File: src/rtl/instruction_fetch_stage_pkg.sv
// Shared definitions for the MIPS fetch stage: PC-source encodings, IF/ID payload and defaults.
package instruction_fetch_stage_pkg;

    localparam int unsigned XLEN          = 32;
    localparam int unsigned CNT_W_DEFAULT = 32;

    localparam logic [XLEN-1:0] RESET_PC_DEFAULT   = 32'h0000_0000;
    localparam logic [XLEN-1:0] EXC_VECTOR_DEFAULT = 32'h8000_0180;
    localparam logic [XLEN-1:0] NOP_INSTR          = 32'h0000_0000;

    typedef enum logic [2:0] {
        PCSRC_SEQ    = 3'd0,
        PCSRC_BRANCH = 3'd1,
        PCSRC_JUMP   = 3'd2,
        PCSRC_JR     = 3'd3,
        PCSRC_EXC    = 3'd4
    } pcsrc_e;

    typedef struct packed {
        logic [XLEN-1:0] instr;
        logic [XLEN-1:0] pc_plus_4;
        logic            valid;
    } if_id_t;

    function automatic logic [XLEN-1:0] word_align(input logic [XLEN-1:0] addr);
        return {addr[XLEN-1:2], 2'b00};
    endfunction

endpackage

File: src/rtl/instruction_fetch_stage_if.sv
// Hazard/redirect inputs, instruction-memory port, IF/ID outputs and perf counters of the fetch stage.
interface instruction_fetch_stage_if #(
    parameter int unsigned CNT_W = instruction_fetch_stage_pkg::CNT_W_DEFAULT
);
    logic             PCWrite;
    logic             IF_ID_write;
    logic             IF_ID_flush;
    logic [2:0]       ID_PCSrc;
    logic [2:0]       EX_PCSrc;
    logic             EX_ALUOut_0;
    logic [31:0]      EX_BranchTarget;
    logic [31:0]      ID_JumpTarget;
    logic [31:0]      ID_JrTarget;
    logic [31:0]      Instruction;
    logic             perf_clear;
    logic [31:0]      IF_PC;
    logic [31:0]      IF_ID_Instruction;
    logic [31:0]      IF_ID_PC_plus_4;
    logic             IF_ID_valid;
    logic             IF_misaligned;
    logic [CNT_W-1:0] perf_fetch_cnt;
    logic [CNT_W-1:0] perf_stall_cnt;
    logic [CNT_W-1:0] perf_flush_cnt;

    modport master (
        output PCWrite, IF_ID_write, IF_ID_flush, ID_PCSrc, EX_PCSrc, EX_ALUOut_0,
               EX_BranchTarget, ID_JumpTarget, ID_JrTarget, Instruction, perf_clear,
        input  IF_PC, IF_ID_Instruction, IF_ID_PC_plus_4, IF_ID_valid, IF_misaligned,
               perf_fetch_cnt, perf_stall_cnt, perf_flush_cnt
    );

    modport slave (
        input  PCWrite, IF_ID_write, IF_ID_flush, ID_PCSrc, EX_PCSrc, EX_ALUOut_0,
               EX_BranchTarget, ID_JumpTarget, ID_JrTarget, Instruction, perf_clear,
        output IF_PC, IF_ID_Instruction, IF_ID_PC_plus_4, IF_ID_valid, IF_misaligned,
               perf_fetch_cnt, perf_stall_cnt, perf_flush_cnt
    );

endinterface

File: src/rtl/instruction_fetch_stage_if_id_reg.sv
// IF/ID pipeline register: flush loads a bubble and wins over hold; same pattern serves ID/EX.
module if_id_reg
    import instruction_fetch_stage_pkg::*;
(
    input  logic   clk,
    input  logic   reset,
    input  logic   flush,
    input  logic   write,
    input  if_id_t load,
    output if_id_t q
);

    if_id_t entry_d;
    if_id_t entry_q;

    always_comb begin
        entry_d = entry_q;
        if (flush) begin
            entry_d = '{instr: NOP_INSTR, pc_plus_4: '0, valid: 1'b0};
        end else if (write) begin
            entry_d = load;
        end
    end

    always_ff @(posedge clk or posedge reset) begin
        if (reset) begin
            entry_q <= '{instr: NOP_INSTR, pc_plus_4: '0, valid: 1'b0};
        end else begin
            entry_q <= entry_d;
        end
    end

    assign q = entry_q;

endmodule

File: src/rtl/instruction_fetch_stage.sv
// MIPS fetch stage: PC register, prioritized next-PC select, IF/ID register and perf counters.
module instruction_fetch_stage
    import instruction_fetch_stage_pkg::*;
#(
    parameter logic [31:0] RESET_PC   = RESET_PC_DEFAULT,
    parameter logic [31:0] EXC_VECTOR = EXC_VECTOR_DEFAULT,
    parameter int unsigned CNT_W      = CNT_W_DEFAULT
) (
    input logic                      clk,
    input logic                      reset,
    instruction_fetch_stage_if.slave bus
);

    logic [31:0]      pc_d, pc_q;
    logic             misaligned_d, misaligned_q;
    logic [CNT_W-1:0] fetch_cnt_d, fetch_cnt_q;
    logic [CNT_W-1:0] stall_cnt_d, stall_cnt_q;
    logic [CNT_W-1:0] flush_cnt_d, flush_cnt_q;
    logic [31:0]      pc_plus_4;
    logic [31:0]      next_pc;
    logic             redirect;
    logic             fetch_load;
    if_id_t           fetch_entry;
    if_id_t           if_id_q;

    assign pc_plus_4 = pc_q + 32'd4;

    // A taken EX branch squashes the younger ID instruction, so it beats any ID redirect.
    always_comb begin
        next_pc  = pc_plus_4;
        redirect = 1'b0;
        if (bus.EX_PCSrc == 3'(PCSRC_BRANCH) && bus.EX_ALUOut_0) begin
            next_pc  = bus.EX_BranchTarget;
            redirect = 1'b1;
        end else if (bus.ID_PCSrc == 3'(PCSRC_JUMP)) begin
            next_pc  = bus.ID_JumpTarget;
            redirect = 1'b1;
        end else if (bus.ID_PCSrc == 3'(PCSRC_JR)) begin
            next_pc  = bus.ID_JrTarget;
            redirect = 1'b1;
        end else if (bus.ID_PCSrc >= 3'(PCSRC_EXC)) begin
            next_pc  = EXC_VECTOR;
            redirect = 1'b1;
        end
    end

    // A stalled redirect is simply not taken; the hazard unit re-presents it next cycle.
    always_comb begin
        pc_d         = pc_q;
        misaligned_d = 1'b0;
        if (bus.PCWrite) begin
            pc_d         = word_align(next_pc);
            misaligned_d = redirect && (next_pc[1:0] != 2'b00);
        end
    end

    assign fetch_load = bus.IF_ID_write && !bus.IF_ID_flush;

    always_comb begin
        fetch_cnt_d = fetch_cnt_q;
        stall_cnt_d = stall_cnt_q;
        flush_cnt_d = flush_cnt_q;
        if (bus.perf_clear) begin
            fetch_cnt_d = '0;
            stall_cnt_d = '0;
            flush_cnt_d = '0;
        end else begin
            if (fetch_load)       fetch_cnt_d = fetch_cnt_q + CNT_W'(1);
            if (!bus.PCWrite)     stall_cnt_d = stall_cnt_q + CNT_W'(1);
            if (bus.IF_ID_flush)  flush_cnt_d = flush_cnt_q + CNT_W'(1);
        end
    end

    always_ff @(posedge clk or posedge reset) begin
        if (reset) begin
            pc_q         <= RESET_PC;
            misaligned_q <= 1'b0;
            fetch_cnt_q  <= '0;
            stall_cnt_q  <= '0;
            flush_cnt_q  <= '0;
        end else begin
            pc_q         <= pc_d;
            misaligned_q <= misaligned_d;
            fetch_cnt_q  <= fetch_cnt_d;
            stall_cnt_q  <= stall_cnt_d;
            flush_cnt_q  <= flush_cnt_d;
        end
    end

    assign fetch_entry = '{instr: bus.Instruction, pc_plus_4: pc_plus_4, valid: 1'b1};

    if_id_reg u_if_id_reg (
        .clk   (clk),
        .reset (reset),
        .flush (bus.IF_ID_flush),
        .write (bus.IF_ID_write),
        .load  (fetch_entry),
        .q     (if_id_q)
    );

    assign bus.IF_PC             = pc_q;
    assign bus.IF_ID_Instruction = if_id_q.instr;
    assign bus.IF_ID_PC_plus_4   = if_id_q.pc_plus_4;
    assign bus.IF_ID_valid       = if_id_q.valid;
    assign bus.IF_misaligned     = misaligned_q;
    assign bus.perf_fetch_cnt    = fetch_cnt_q;
    assign bus.perf_stall_cnt    = stall_cnt_q;
    assign bus.perf_flush_cnt    = flush_cnt_q;

endmodule

File: src/flat_wrapper.sv
// flat-port wrapper written by rule: the top's interface ports become plain ports
module instruction_fetch_stage_flat import instruction_fetch_stage_pkg::*;
#(
    parameter logic [31:0] RESET_PC   = RESET_PC_DEFAULT,
    parameter logic [31:0] EXC_VECTOR = EXC_VECTOR_DEFAULT,
    parameter int unsigned CNT_W      = CNT_W_DEFAULT
)
  (clk, reset, bus_PCWrite, bus_IF_ID_write, bus_IF_ID_flush, bus_ID_PCSrc, bus_EX_PCSrc, bus_EX_ALUOut_0, bus_EX_BranchTarget, bus_ID_JumpTarget, bus_ID_JrTarget, bus_Instruction, bus_perf_clear, bus_IF_PC, bus_IF_ID_Instruction, bus_IF_ID_PC_plus_4, bus_IF_ID_valid, bus_IF_misaligned, bus_perf_fetch_cnt, bus_perf_stall_cnt, bus_perf_flush_cnt);
  instruction_fetch_stage_if #(.CNT_W(CNT_W)) bus_i ();
  input logic clk;
  input logic reset;
  input wire logic [$bits(bus_i.PCWrite)-1:0] bus_PCWrite;
  input wire logic [$bits(bus_i.IF_ID_write)-1:0] bus_IF_ID_write;
  input wire logic [$bits(bus_i.IF_ID_flush)-1:0] bus_IF_ID_flush;
  input wire logic [$bits(bus_i.ID_PCSrc)-1:0] bus_ID_PCSrc;
  input wire logic [$bits(bus_i.EX_PCSrc)-1:0] bus_EX_PCSrc;
  input wire logic [$bits(bus_i.EX_ALUOut_0)-1:0] bus_EX_ALUOut_0;
  input wire logic [$bits(bus_i.EX_BranchTarget)-1:0] bus_EX_BranchTarget;
  input wire logic [$bits(bus_i.ID_JumpTarget)-1:0] bus_ID_JumpTarget;
  input wire logic [$bits(bus_i.ID_JrTarget)-1:0] bus_ID_JrTarget;
  input wire logic [$bits(bus_i.Instruction)-1:0] bus_Instruction;
  input wire logic [$bits(bus_i.perf_clear)-1:0] bus_perf_clear;
  output wire logic [$bits(bus_i.IF_PC)-1:0] bus_IF_PC;
  output wire logic [$bits(bus_i.IF_ID_Instruction)-1:0] bus_IF_ID_Instruction;
  output wire logic [$bits(bus_i.IF_ID_PC_plus_4)-1:0] bus_IF_ID_PC_plus_4;
  output wire logic [$bits(bus_i.IF_ID_valid)-1:0] bus_IF_ID_valid;
  output wire logic [$bits(bus_i.IF_misaligned)-1:0] bus_IF_misaligned;
  output wire logic [$bits(bus_i.perf_fetch_cnt)-1:0] bus_perf_fetch_cnt;
  output wire logic [$bits(bus_i.perf_stall_cnt)-1:0] bus_perf_stall_cnt;
  output wire logic [$bits(bus_i.perf_flush_cnt)-1:0] bus_perf_flush_cnt;
  assign bus_i.PCWrite = bus_PCWrite;
  assign bus_i.IF_ID_write = bus_IF_ID_write;
  assign bus_i.IF_ID_flush = bus_IF_ID_flush;
  assign bus_i.ID_PCSrc = bus_ID_PCSrc;
  assign bus_i.EX_PCSrc = bus_EX_PCSrc;
  assign bus_i.EX_ALUOut_0 = bus_EX_ALUOut_0;
  assign bus_i.EX_BranchTarget = bus_EX_BranchTarget;
  assign bus_i.ID_JumpTarget = bus_ID_JumpTarget;
  assign bus_i.ID_JrTarget = bus_ID_JrTarget;
  assign bus_i.Instruction = bus_Instruction;
  assign bus_i.perf_clear = bus_perf_clear;
  assign bus_IF_PC = bus_i.IF_PC;
  assign bus_IF_ID_Instruction = bus_i.IF_ID_Instruction;
  assign bus_IF_ID_PC_plus_4 = bus_i.IF_ID_PC_plus_4;
  assign bus_IF_ID_valid = bus_i.IF_ID_valid;
  assign bus_IF_misaligned = bus_i.IF_misaligned;
  assign bus_perf_fetch_cnt = bus_i.perf_fetch_cnt;
  assign bus_perf_stall_cnt = bus_i.perf_stall_cnt;
  assign bus_perf_flush_cnt = bus_i.perf_flush_cnt;
  instruction_fetch_stage #(.RESET_PC(RESET_PC), .EXC_VECTOR(EXC_VECTOR), .CNT_W(CNT_W)) u_core (.clk(clk), .reset(reset), .bus(bus_i));
endmodule
File: config.mk
export PLATFORM = sky130hd
export DESIGN_NAME = instruction_fetch_stage_flat
export DESIGN_NICKNAME = d
export VERILOG_FILES = /design/src/rtl/instruction_fetch_stage_pkg.sv /design/src/rtl/instruction_fetch_stage_if.sv /design/src/rtl/instruction_fetch_stage_if_id_reg.sv /design/src/rtl/instruction_fetch_stage.sv /design/src/flat_wrapper.sv
export SDC_FILE = /design/constraint.sdc
export NUM_CORES = 1
export LEC_CHECK = 0
export ABC_AREA = 1
export CAP_MARGIN = 20
export CORE_UTILIZATION = 49
export DETAILED_ROUTE_END_ITERATION = 6
export GPL_TIMING_DRIVEN = 0
export PLACE_DENSITY = 0.84
export RECOVER_POWER = 25
export REMOVE_ABC_BUFFERS = 1
export SLEW_MARGIN = 25
export SYNTH_ARGS = -nofsm -noshare
export SYNTH_HDL_FRONTEND = slang
export SYNTH_SLANG_ARGS = --single-unit
File: constraint.sdc
create_clock -name clk -period 9.58 [get_ports clk]
set_clock_uncertainty 0.05 [all_clocks]
set_input_delay 2.874 -clock clk [delete_from_list [all_inputs] [get_ports clk]]
set_output_delay 2.874 -clock clk [all_outputs]
set_load 0.005 [all_outputs]
# ---- After elaboration in Yosys (flattened, before gate mapping)
# Cells that the tools add are included.
dict set report totals {
  out_inout_bits 194
  regBits 192
  wordCells 42
  in_bits 141
}
dict set report classes {
  n_mux 17
  n_reduce_logical 8
  eq_ne 4
  order_cmp 1
  addsub 4
}
# operator n
set op_table {}
lappend op_table {{$mux 32} 10}
lappend op_table {{$mux 65} 2}
lappend op_table {{$add 32x1->32 const B} 3}
lappend op_table {{$add 32x3->32 const B} 1}
lappend op_table {{$reduce_bool 2->1} 4}
lappend op_table {{$eq 3x2->1 const B} 2}
lappend op_table {{$mux 1} 5}
lappend op_table {{$eq 3x1->1 const B} 1}
lappend op_table {{$ge 3x3->1 const B} 1}
lappend op_table {{$logic_and 1x1->1} 3}
lappend op_table {{$ne 2x1->1 const B} 1}
lappend op_table {{$logic_not 1->1} 1}

# ---- Logic depth before layout (Yosys ltp)
# Gate-level depths: netlist (run 1).
dict set report logic_depth {
  ltp_word 8
  depth_mapped 13
  depth_no_buf 13
}

# ---- Modules after synthesis
# Synthesis (run 1) repeated with hierarchy kept, for this count alone.
dict set report hier_totals {
  cells_unflattened 1690
  hier_area_um2 11628.7
}
# mod area_each_um2 seq_area_each_um2 instances cells_each
set by_module_without_submodules {}
lappend by_module_without_submodules {instruction_fetch_stage 9052.4 3178.0 1 1406}
lappend by_module_without_submodules {if_id_reg 2576.2 1626.6 1 284}

# ---- Least setup slack after synthesis (run 1)
# No wires, ideal clock.
dict set report synth_timing {
  kind {input to register}
  from {input bus_IF_ID_flush}
  to {register u_core.fetch_cnt_q[22], in the netlist u_core.bus.perf_fetch_cnt[22]}
  path_slack_ns 5.574
  setup_ns 0.117
  stages 11
  required_time_ns 9.413
  arrival_time_ns 3.839
  n_path_buf 1
  cell_sequence {buf_6 -> nor2_8 -> inv_4 -> nand2_4 -> nand3_1 -> nor3_2 -> nand2_1 -> nor2_1 -> nand2_1 -> nand2_1 -> nor2_1}
}
dict set report synth_via {
  elab_chain_cells 3
}
# item line
set synth_lines {}
lappend synth_lines {{from (decl)} flat_wrapper.sv:14} ;# input wire logic [$bits(bus_i.IF_ID_flush)-1:0] bus_IF_ID_flush;
lappend synth_lines {{$logic_not 1->1} instruction_fetch_stage.sv:57} ;# assign fetch_load = bus.IF_ID_write && !bus.IF_ID_flush;
lappend synth_lines {{$logic_and 1x1->1} instruction_fetch_stage.sv:57}
lappend synth_lines {{$reduce_bool 2->1 (no source line)} --}
lappend synth_lines {{to (signal assigned)} instruction_fetch_stage.sv:84} ;# fetch_cnt_q <= fetch_cnt_d;
lappend synth_lines {{to (decl)} instruction_fetch_stage.sv:16} ;# logic [CNT_W-1:0] fetch_cnt_d, fetch_cnt_q;
# No other way between the ends.
# A chain may end at the register's enable or synchronous reset.

# ---- Final worst setup path (run 1)
# Ends and elaborated chain as after synthesis.

==> results, run 1 <==
- The H-tree level count is 4.
- After routing, the total negative slack on setup checks comes to 0 ns.
- The endpoint kind of the worst setup timing path is a flop.
- The wire length per cell is 16.7 µm.
- The quantity of I/O buffers inserted on ports is 330.
- The first global-routing pass estimated 60.5 mm of wire.
- The actual slew at the worst max-slew pin is 1.21 ns.
- Routability-driven placement finished with a final weighted congestion of ~0.93.
- The fraction of the core area covered by cells at the end of the flow is 0.684.
- The run finished with clean final reports.
- For this block, the via count after detailed routing is 12300.
- The maximum resistive drop on vdd is 84.2 µV.
- STA puts the critical path data arrival time at between 6 and 7 ns.
- After clock tree synthesis, the clock-pin slew on the worst setup and hold paths is 0.07 ns.
- The cell area that synthesis handed to floorplanning was 11400 µm².
- The first routing iteration left 924 violations.
- The synthesis warning total is 0.
- The data required time of the worst path is between 9 and 10 ns.
- The most numerous cell type found on the critical path is sky130_fd_sc_hd__nand2_1.
- Before antenna repair, the detailed router went through 5 iterations.
- The critical path is of the in -> reg type.
- After detailed routing, the number of remaining DRC violations is 0.
- The largest net degree at the start of global routing is 91.
- The number of antenna violations at the first check in global routing is 3.
- The number of top-level pins is between 300 and 400.
- In this run, synthesis inferred 0 flip-flops with an integrated enable.
- The via count of the first global-routing pass is about 12000.
- The share of synthesized flip-flops with an asynchronous set or reset is 1.00.
- In this run the tightest slew margin relative to its limit is 0.191.
- The post-cts repair resize count is 0.
- The final setup violation count is 0.
- The count of final hold-check violations is 0.
- The kind of start point of the critical path is an input port.
- After global routing the overflow that remains totals 0.
- The unique cell type count in the Yosys netlist is 49.
- The setup slack on the worst flop-to-flop path is between 7 and 8 ns.
- Clock tree synthesis selected as its root buffer the cell sky130_fd_sc_hd__clkbuf_16.
- The TritonCTS clock tree is done.
- Setup repair after global routing left no endpoint under its margin.
- The height of the die is 155 µm.
- The combined area of the multi-input logic cells is 5810 µm².
- The number of fillers in the final layout is 1949.
- The highest achievable clock rate is ~0.17 GHz.
- The post-synthesis to final-layout area growth is 36.4%.
- The overall fraction of global-route tracks in use is 0.318.
- The part of the Yosys area used for sequential elements is 0.416.
- Summing all flip-flop and latch instances after layout gives around 4800 µm².
- Among all flip-flop cells after synthesis, the most frequent one is sky130_fd_sc_hd__dfrtp_1.
- In this design, the stage delay of the slowest critical-path cell is between 0.9 and 1 ns.
- The number of standard-cell rows in the floorplan is 55.
- Using the TritonRoute via totals, the vias-per-cell ratio works out to 5.48.
- The core box area is 22800 µm².
- Walking the worst path, the cells encountered are clkdlybuf4s50_1 -> nor2_8 -> inv_4 -> nand2_4 -> nand3_1 -> nor3_2 -> nand2_1 -> nor2_1 -> nand2_1 -> nand2_1 -> nor2_1.
- The clock sink total is 190.
- The number of nets in the layout is 2060.
- The areal power density over the cells is around 120 nW/µm².
- The instance count of the mapped netlist is 1619.
- Of the cells placed in the final design, the portion with a size suffix greater than 1 is 0.0607.
- For this design, the CTS-stage hold fixing added 0 buffers.
- The max-slew violation count is 0.
- The time the worst path needs with I/O delays and setup is 5.79 ns.
- The number of synthesized register bits is 190.
- Dividing the synthesized area by the synthesized cell count gives 7.06 µm².
- No sink is reached through more buffers than the 2 on the longest clock path.
- Counting the buffers created by CTS gives 17.
- The worst hold path belongs to the class reg -> reg.
- The analysis attributes to cell leakage a power of 0.00676 µW.
- The die extent in x is 155 µm.
- The HPWL after detailed placement is 27.5 mm.
- The final worst-path cycle share is 0.604.
- The count of nets left with antenna violations once routing finished came out at 0.
- The starting utilization of the core area is 0.502.
- For the worst-skew pair, the clock arrives at the later sink with an insertion delay of 0.44 ns.
- The tool flagged a number of max-cap violations equal to 0.
- Buffers added to address setup during post-CTS repair amount to 0.
- The critical-path cell with the highest stage delay is sky130_fd_sc_hd__nor2_8.
- After detailed routing, the total wire length is 37.5 mm.
- The overall die area is 23900 µm².
- Of all nets on the critical path, the largest fanout is 62.
-- layer usage --
layer | GRT usage | vias up | share of wire
met5 | 0 | - | 0
met3 | 0.0580 | 80 | 0.069
met2 | 0.529 | 547 | 0.48
met1 | 0.402 | 5792 | 0.42
met4 | 0.146 | 0 | 0.033
li1 | - | 5876 | -
-- sequential cells by signal (all words and copies together) (netlist names) --
register,flops
u_core.bus.IF_PC,30
u_core.bus.IF_misaligned,1
u_core.bus.perf_fetch_cnt,32
u_core.bus.perf_flush_cnt,32
u_core.bus.perf_stall_cnt,32
u_core.u_if_id_reg.q,63
-- cells in the mapped netlist (5+ instances only) --
cell type,count,area (µm²)
sky130_fd_sc_hd__buf_1,24,90.1
sky130_fd_sc_hd__o21ai_1,18,90.1
sky130_fd_sc_hd__o21bai_1,6,45.0
sky130_fd_sc_hd__nor2_1,160,601
sky130_fd_sc_hd__o21a_1,7,52.6
sky130_fd_sc_hd__nand2_2,11,68.8
sky130_fd_sc_hd__inv_1,146,548
sky130_fd_sc_hd__or2_2,10,62.6
sky130_fd_sc_hd__dfrtp_1,190,4750
sky130_fd_sc_hd__a221oi_1,8,70.1
sky130_fd_sc_hd__nor2_2,17,106
sky130_fd_sc_hd__a31oi_1,10,62.6
sky130_fd_sc_hd__o22ai_1,5,31.3
sky130_fd_sc_hd__buf_2,16,80.1
sky130_fd_sc_hd__clkbuf_1,16,60.1
sky130_fd_sc_hd__nand2_1,478,1790
sky130_fd_sc_hd__nor2_4,12,135
sky130_fd_sc_hd__o21ai_0,92,460
sky130_fd_sc_hd__inv_2,10,37.5
sky130_fd_sc_hd__and3_1,6,37.5
sky130_fd_sc_hd__xnor2_1,6,52.6
sky130_fd_sc_hd__nand3_1,168,841
sky130_fd_sc_hd__nor3_1,42,210
sky130_fd_sc_hd__xor2_1,24,210
sky130_fd_sc_hd__a21oi_1,52,260
sky130_fd_sc_hd__nand4_1,40,250
-- stage by stage --
step	hold slack, ns	setup slack [ns]	total power [µW]	instance area, µm²	instances
2_1_floorplan	0.424	1.49	1000	11200	1560
3_3_place_gp	0.423	-1.12	1190	14800	2203
3_5_place_dp	0.443	3.36	1200	15000	2209
4_1_cts	0.463	3.82	1890	15600	2241
5_1_grt	0.476	3.54	1960	15600	2244
6_report	0.459	3.79	1890	15600	2244
-- cell usage in the layout, fill, tap and decap left out, types with 16 or more instances in the layout --
cell | Yosys | routed
sky130_fd_sc_hd__nand2_1 | 478 | 478
sky130_fd_sc_hd__clkdlybuf4s50_1 | 0 | 327
sky130_fd_sc_hd__dfrtp_1 | 190 | 190
sky130_fd_sc_hd__nand3_1 | 168 | 168
sky130_fd_sc_hd__nor2_1 | 160 | 160
sky130_fd_sc_hd__inv_1 | 146 | 142
sky130_fd_sc_hd__o21ai_0 | 92 | 92
sky130_fd_sc_hd__a21oi_1 | 52 | 52
sky130_fd_sc_hd__nor3_1 | 42 | 42
sky130_fd_sc_hd__nand4_1 | 40 | 40
sky130_fd_sc_hd__xor2_1 | 24 | 24
sky130_fd_sc_hd__o21ai_1 | 18 | 18
sky130_fd_sc_hd__clkbuf_16 | 0 | 17
sky130_fd_sc_hd__nor2_2 | 17 | 16
-- worst paths after layout --
check	end	from	depth (start not counted)
hold reg to reg	u_core.u_if_id_reg.q[0]	u_core.u_if_id_reg.q[0]	2
hold / removal	u_core.u_if_id_reg.q[0]	u_core.u_if_id_reg.q[0]	2
setup reg to reg	u_core.bus.perf_fetch_cnt[28]	u_core.bus.perf_fetch_cnt[0]	8
max in group asynchronous	u_core.bus.IF_PC[9]	reset	3
setup / recovery	u_core.bus.perf_fetch_cnt[22]	bus_IF_ID_flush	11
min in group asynchronous	u_core.bus.perf_stall_cnt[21]	reset	2
-- area by class of cell --
type                    instances  area share
multi-input cells            1213       0.373
diodes                          3    0.000482
inverters                     157      0.0385
clock inverters                12     0.00610
repair buffers                336       0.222
well taps                     313      0.0251
clock buffers                  20      0.0299
flip-flops and latches        190       0.305
-- logic make-up (layout without fill, tap and decap cells) --
family	Yosys count	after routing	share of synthesized area
buffers and inverters	219	525	0.0766
AND/OR/NAND/NOR	968	968	0.380
AO/OA/AOI/OAI	207	207	0.0999
flip-flops	190	190	0.416
XOR/XNOR	30	30	0.0230
adder cells (fa/ha/maj)	4	4	0.00438
other	1	7	0.000328
-- where the power goes --
part	leakage [µW]	switching [µW]	total, µW	internal (µW)
Clock	0.000275	337	697	359
Sequential	0.00258	44.0	881	837
Combinational	0.00391	155	311	156
-- worst max-delay path: cells and delay by family --
family	cells	cell delay [ns]
buf+inv	2	1.18
simple gates	9	1.99
(Power assumes the default switching activity.)
==> run 2: changes to the inputs <==
--- a/config.mk
+++ b/config.mk
@@ -7,10 +7,10 @@
 export LEC_CHECK = 0
 export ABC_AREA = 1
 export CAP_MARGIN = 20
-export CORE_UTILIZATION = 49
+export CORE_UTILIZATION = 44
 export DETAILED_ROUTE_END_ITERATION = 6
 export GPL_TIMING_DRIVEN = 0
-export PLACE_DENSITY = 0.84
+export PLACE_DENSITY = 0.8
 export RECOVER_POWER = 25
 export REMOVE_ABC_BUFFERS = 1
 export SLEW_MARGIN = 25
==> constraint.sdc (replaced) <==
create_clock -name clk -period 5.24 [get_ports clk]
set_clock_uncertainty 0.05 [all_clocks]
set_input_delay 1.572 -clock clk [delete_from_list [all_inputs] [get_ports clk]]
set_output_delay 1.572 -clock clk [all_outputs]
set_load 0.005 [all_outputs]
==> results, run 2 (same netlist as run 1, synthesis figures left out) <==
- Outcome: finished with violations (was finished, final reports clean).
- The final reports fail on max-capacitance violations, max-slew violations.
- The number of maximum-capacitance violations is 1 (was 0).
- The arrival time at the worst endpoint came to 4.85 ns (was 6.07 ns).
- The highest achievable clock rate is between 0.2 and 0.25 GHz.
- The post-CTS setup buffer count is 0 (unchanged).
- The actual slew at the worst max-slew pin is 2.05 ns (was 1.21 ns).
- The starting utilization of the core area came to 0.451 (was 0.502).
- The via count of the first global-routing pass is 12000 (was 11900).
- The hold buffer count at cts was 0 (unchanged).
- The number of top-level pins is 335 (unchanged).
- The post-CTS clock slew at the launch and capture registers of the worst setup and hold paths was 0.08 ns (was 0.07 ns).
- The number of antenna violations at the first check in global routing is 0 (was 3).
- The quantity of I/O buffers inserted on ports was 330 (unchanged).
- The overall fraction of global-route tracks in use is 0.292 (was 0.318).
- The worst-path maximum fanout is 31 (was 62).
- The count of unresolved DRC violations after routing is 0 (unchanged).
- The worst hold slack is 0.433 ns (was 0.459 ns).
- The via count normalized by instance count is 5.40 (was 5.48).
- The leakage power was 0.00675 µW (was 0.00676 µW).
- The worst relative slew slack came to -0.368 (was 0.191).
- The post-synthesis to final-layout area growth was 36.3% (was 36.4%).
- The number of standard-cell rows in the floorplan is 58 (was 55).
- The violation count after the first detailed-routing iteration was 1088 (was 924).
- The power dissipated by switching net loads was 999 µW (was 536 µW).
- The wire length per cell came to 16.9 µm (was 16.7 µm).
- The time the worst path needs with I/O delays and setup is 4.54 ns.
- The post-cts repair resize count was 0 (unchanged).
- The clock sink total is 190 (unchanged).
- The H-tree level count is 4 (unchanged).
- The clock network power share was 0.384 (was 0.369).
- The via count is 12200 (was 12300).
- The endpoint kind of the worst setup timing path is a flop (unchanged).
- The flip-flop count of the largest register after layout came to 63 (unchanged).
- The wire length of the first global-routing pass is 61.3 mm (was 60.5 mm).
- The type of the setup path with the least slack is in -> reg (unchanged).
- The HPWL after detailed placement is 28.1 mm (was 27.5 mm).
- The maximum resistive drop on vdd is 158 µV (was 84.2 µV).
- The number of nets in the layout is 2060 (unchanged).
- The die extent in x is 163 µm (was 155 µm).
- The kind of start point of the critical path was an input port (unchanged).
- The clock buffer count from CTS is 17 (unchanged).
- The areal power density over the cells came to 227 nW/µm² (was 121 nW/µm²).
- Top library cells by usage in the layout, fill and taps aside: sky130_fd_sc_hd__nand2_1 (478), sky130_fd_sc_hd__clkdlybuf4s50_1 (327), sky130_fd_sc_hd__dfrtp_1 (190) (unchanged).
- The overall overflow remaining after global route is 0 (unchanged).
- The number of antenna repair diodes is 0 (was 3).
- The routability congestion estimate was 0.942 (was 0.930).
- The share of post-route cells with drive strength above 1 is 0.0581 (was 0.0607).
- The path category of the worst min-delay check was reg -> reg (unchanged).
- The internal portion of total power came to 2530 µW (was 1350 µW).
- The switching power share of the total was 0.283 (was 0.284).
- The buffer levels on the longest clock path came to 2 (unchanged).
- The core box area is 25300 µm² (was 22800 µm²).
- The most frequent standard cell in the layout excluding fill and tap cells is sky130_fd_sc_hd__nand2_1 (unchanged).
- The part of the total power dissipated in sequential elements was 0.456 (was 0.466).
- The height of the die is 163 µm (was 155 µm).
- The largest net degree at the start of global routing is 96 (was 91).
- The data required time of the worst path is 5.55 ns (was 9.86 ns).
- The max-slew violation count is 77 (was 0).
- The combinational fraction of design power is 0.159 (was 0.165).
- The cell count after placement was 2226 (was 2209).
- The clock tree root buffer cell is sky130_fd_sc_hd__clkbuf_16 (unchanged).
- The final wirelength is 38.2 mm (was 37.5 mm).
- The TritonCTS clock tree is done (unchanged).
- The final worst-path cycle share is 0.866.
- The overall die area was 26600 µm² (was 23900 µm²).
- The clock network latency to the later pin of the worst-skew pair is 0.44 ns (about the same).
- The count of final hold-check violations is 0 (unchanged).
- The count of TritonRoute iterations in the first routing pass came to 6 (was 5).
- The number of routed nets with antenna violations is 0 (unchanged).
- Setup repair after global routing missed its margin: no (unchanged).
- The final setup violation count came to 0 (unchanged).
- The post-route non-filler standard cell count is 2258 (was 2244).
==> run 2: path summary, 6_finish.rpt <==
path	startpoint	to	slack (ns)	cells after the start
min	u_core.u_if_id_reg.q[0]	u_core.u_if_id_reg.q[0]	0.43	2
max reg2reg	u_core.bus.perf_fetch_cnt[0]	u_core.bus.perf_fetch_cnt[28]	3.18	7
max	bus_PCWrite	u_core.bus.perf_stall_cnt[29]	0.70	6
min in group asynchronous	reset	u_core.bus.perf_stall_cnt[22]	1.68	2
min reg2reg	u_core.u_if_id_reg.q[0]	u_core.u_if_id_reg.q[0]	0.43	2
max in group asynchronous	reset	u_core.bus.perf_flush_cnt[4]	0.90	4
==> run 2: area by class of cell <==
cell class / instances / area (µm²)
clock buffer: 17 / 425
clock inverter: 15 / 170
fill: 2315 / 9760
inverter: 157 / 601
multi-input combinational: 1213 / 5800
sequential: 190 / 4750
tap: 330 / 413
timing repair buffer: 336 / 3410
==> run 2: worst max-delay path: stages <==
cell and delay [ns]:
sky130_fd_sc_hd__clkbuf_1 0.74, sky130_fd_sc_hd__clkbuf_1 1.03, sky130_fd_sc_hd__inv_2 0.65, sky130_fd_sc_hd__nor2_2 0.42
sky130_fd_sc_hd__inv_1 0.20, sky130_fd_sc_hd__o21ai_0 0.19
==> run 2: routing by layer <==
metal | GRT usage | wire length [µm] | vias up
li1 | - | - | 5874
met1 | 0.362 | 15800 | 5730
met2 | 0.499 | 18500 | 503
met3 | 0.0538 | 2530 | 92
met4 | 0.119 | 1310 | 0
met5 | 0 | 0 | -
==> run 2: metrics by stage <==
| step | power, µW | util | worst slack [ns] | TNS, ns | cell area [µm²] |
|---|---|---|---|---|---|
| finish | 3530 | 0.615 | 0.703 | 0 | 15600 |
| global route | 3660 | 0.615 | 0.422 | 0 | 15600 |
| CTS | 3550 | 0.617 | 0.754 | 0 | 15600 |
| detailed placement | 2200 | 0.594 | 0.293 | 0 | 15000 |
| global placement | 2180 | 0.587 | -4.25 | -808.29 | 14900 |
| floorplan | 1830 | - | -1.55 | -294.97 | 11200 |
==> run 2: power groups by stage <==
stage | clock network, µW | registers (µW) | logic [µW]
floorplan | 0 | 1620 | 208
global placement | 0 | 1630 | 546
detailed placement | 0 | 1640 | 567
CTS | 1370 | 1610 | 570
global route | 1430 | 1620 | 615
finish | 1360 | 1610 | 562
==> run 3: changes to the inputs <==
--- a/config.mk
+++ b/config.mk
@@ -13,6 +13,7 @@
 export PLACE_DENSITY = 0.8
 export RECOVER_POWER = 25
 export REMOVE_ABC_BUFFERS = 1
+export SETUP_SLACK_MARGIN = 0.2
 export SLEW_MARGIN = 25
 export SYNTH_ARGS = -nofsm -noshare
 export SYNTH_HDL_FRONTEND = slang
==> results of run 3 <==
Final layout, timing and power as in run 2 (identical DEF).
==> RTL edit (flow settings as in run 2) <==
Make the reset (`reset`) synchronous in 2 clocked blocks.
--- a/src/rtl/instruction_fetch_stage_if_id_reg.sv
+++ b/src/rtl/instruction_fetch_stage_if_id_reg.sv
@@ -23,5 +23,5 @@
     end
 
-    always_ff @(posedge clk or posedge reset) begin
+    always_ff @(posedge clk) begin
         if (reset) begin
             entry_q <= '{instr: NOP_INSTR, pc_plus_4: '0, valid: 1'b0};
--- a/src/rtl/instruction_fetch_stage.sv
+++ b/src/rtl/instruction_fetch_stage.sv
@@ -72,5 +72,5 @@
     end
 
-    always_ff @(posedge clk or posedge reset) begin
+    always_ff @(posedge clk) begin
         if (reset) begin
             pc_q         <= RESET_PC;
Check against the original RTL: differs if reset is asserted again (counterexample within 4 cycles, from zero or initial values and one cycle with reset high); with reset held inactive, the same outputs for 4 cycles.
==> RTL edit against run 2 <==
The flow finishes with violations (design-rule violations, max-capacitance violations, max-slew violations). Synthesized area fell by 13%. Maximum frequency rose by 10%. Power down 11%. Count of clock-buffer cells in the layout rose by 3. Critical path type unchanged. Sequential cell count stayed put. Non-clock buffer count shrank 1. Design area is 9.7% lower. Worst setup slack better by 0.43 ns. Wire length shrank 14%.
==> RTL edit: results (changes against run 2) <==
metric;value;unit;change
post-route design area;14100;um2;-9.7%
initial antenna violation count;4;;+4
Routed WL per cell;15.6;um;-7.7%
Post-CTS Setup Repair Bufs;0;;unchanged
Layout fillers;1982;;-14%
Slew @ Worst Pin;1.77;ns;-0.281 ns
top post-synthesis cells by area;dfxtp_1, nand2_1, nor2_1;;
Leak;5.43;nW;-20%
cts bufs inserted;17;;unchanged
synth cell count leaders;nand2_1, nor2_1, dfxtp_1, inv_1, a21oi_1;;
Max-cap violations;1;;unchanged
vias in the first global route;10200;;-15%
result of the run;finished with violations;;
Seq/Total Area, Yosys;38.2;%;-3.5 points
failing checks;design-rule violations, max-capacitance violations, max-slew violations;;
All-Layer GR Usage;28.0;%;-1.2 points
Final Slew Violations;24;;-69%
critical path arrival;4.43;ns;-0.42 ns
root buffer cell;clkbuf_16;;
clk_lat worst skew;0.43;ns;
input/output buffers;330;;unchanged
largest net degree at the start of global routing;57;;-41%
post_cts resized;0;;unchanged
worst min-delay path class;flip-flop to flip-flop;;
H-tree level count;4;;unchanged
Max clock buf depth;2;;unchanged
Final HPWL DP;24300;um;-13%
layout cells sized above 1;5.23;%;-0.58 points
gpl congestion;0.908;;-3.6%
DR iter-0 viols;615;;-43%
FFs w/ async S/R, synth;0;%;-100 points
final hold slack;0.409;ns;-0.0242 ns
# nets final;1948;;-5.4%
detailed-route via count;10900;;-11%
crit path max fanout;29;;-6.5%
post-synth cell types;47;;-4.1%
peak supply drop;0.189;mV;+20%
drt pass-1 iters;7;;+1
Worst-path clk slew;0.08;ns;about the same
drt drc;28;;+28
max reg flops;63;;unchanged
first-pass GRT wire length;52500;um;-14%
yosys warns;0;;unchanged
R2R setup slack;3.10;ns;-0.08 ns
## RTL edit: worst paths after layout
| path | startpoint | to | cells after the start |
|---|---|---|---|
| setup / recovery | reset | u_core.bus.perf_flush_cnt[11] | 5 |
| hold / removal | u_core.u_if_id_reg.q[53] | u_core.u_if_id_reg.q[53] | 2 |
| setup reg to reg | u_core.bus.IF_PC[2] | u_core.bus.IF_PC[16] | 9 |
| hold reg to reg | u_core.u_if_id_reg.q[53] | u_core.u_if_id_reg.q[53] | 2 |
## RTL edit: cells by family after synthesis
family	after synthesis	share of synthesized area [%]
buffers and inverters	202	8.06
AO/OA/AOI/OAI	239	13.0
other	1	0.0376
XOR/XNOR	56	4.92
flip-flops	190	38.2
AND/OR/NAND/NOR	811	35.3
adder cells (fa/ha/maj)	4	0.502
## RTL edit: critical path: stages
cell      delay, ns
buf_2          0.31
nor2_1         1.40
clkbuf_1       0.73
o21ai_0        0.23
a21oi_1        0.16
## RTL edit: stage by stage
| step | instances | setup slack, ns | utilization, % |
|---|---|---|---|
| detailed placement | 2064 | 1.29 | 61.4 |
| global route | 2098 | 0.881 | 63.8 |
| CTS | 2096 | 1.73 | 63.9 |
| floorplan | 1449 | 1.24 | - |
| finish | 2098 | 1.13 | 63.8 |
| global placement | 2059 | -2.57 | 60.8 |
## RTL edit: where the power goes
group | switching, mW | internal [mW]
Clock | 0.631 | 0.645
Sequential | 0.0295 | 1.47
Combinational | 0.170 | 0.191
Total | 0.831 | 2.31
## RTL edit: per-layer routing
metal  part of all wire [%]  GRT usage, %
met4                    2.3          9.48
met5                  0.052             0
met1                     42          33.3
met2                     48          48.7
met3                    7.6          7.31
## RTL edit: cell type report
| cell class | count | area share (%) |
|---|---|---|
| clock buffers | 20 | 3.18 |
| clock inverters | 12 | 0.855 |
| well taps | 280 | 2.49 |
| repair buffers | 335 | 24.2 |
| diodes | 2 | 0.0356 |
| inverters | 145 | 3.97 |
| flip-flops and latches | 190 | 27.1 |
| multi-input cells | 1114 | 38.2 |
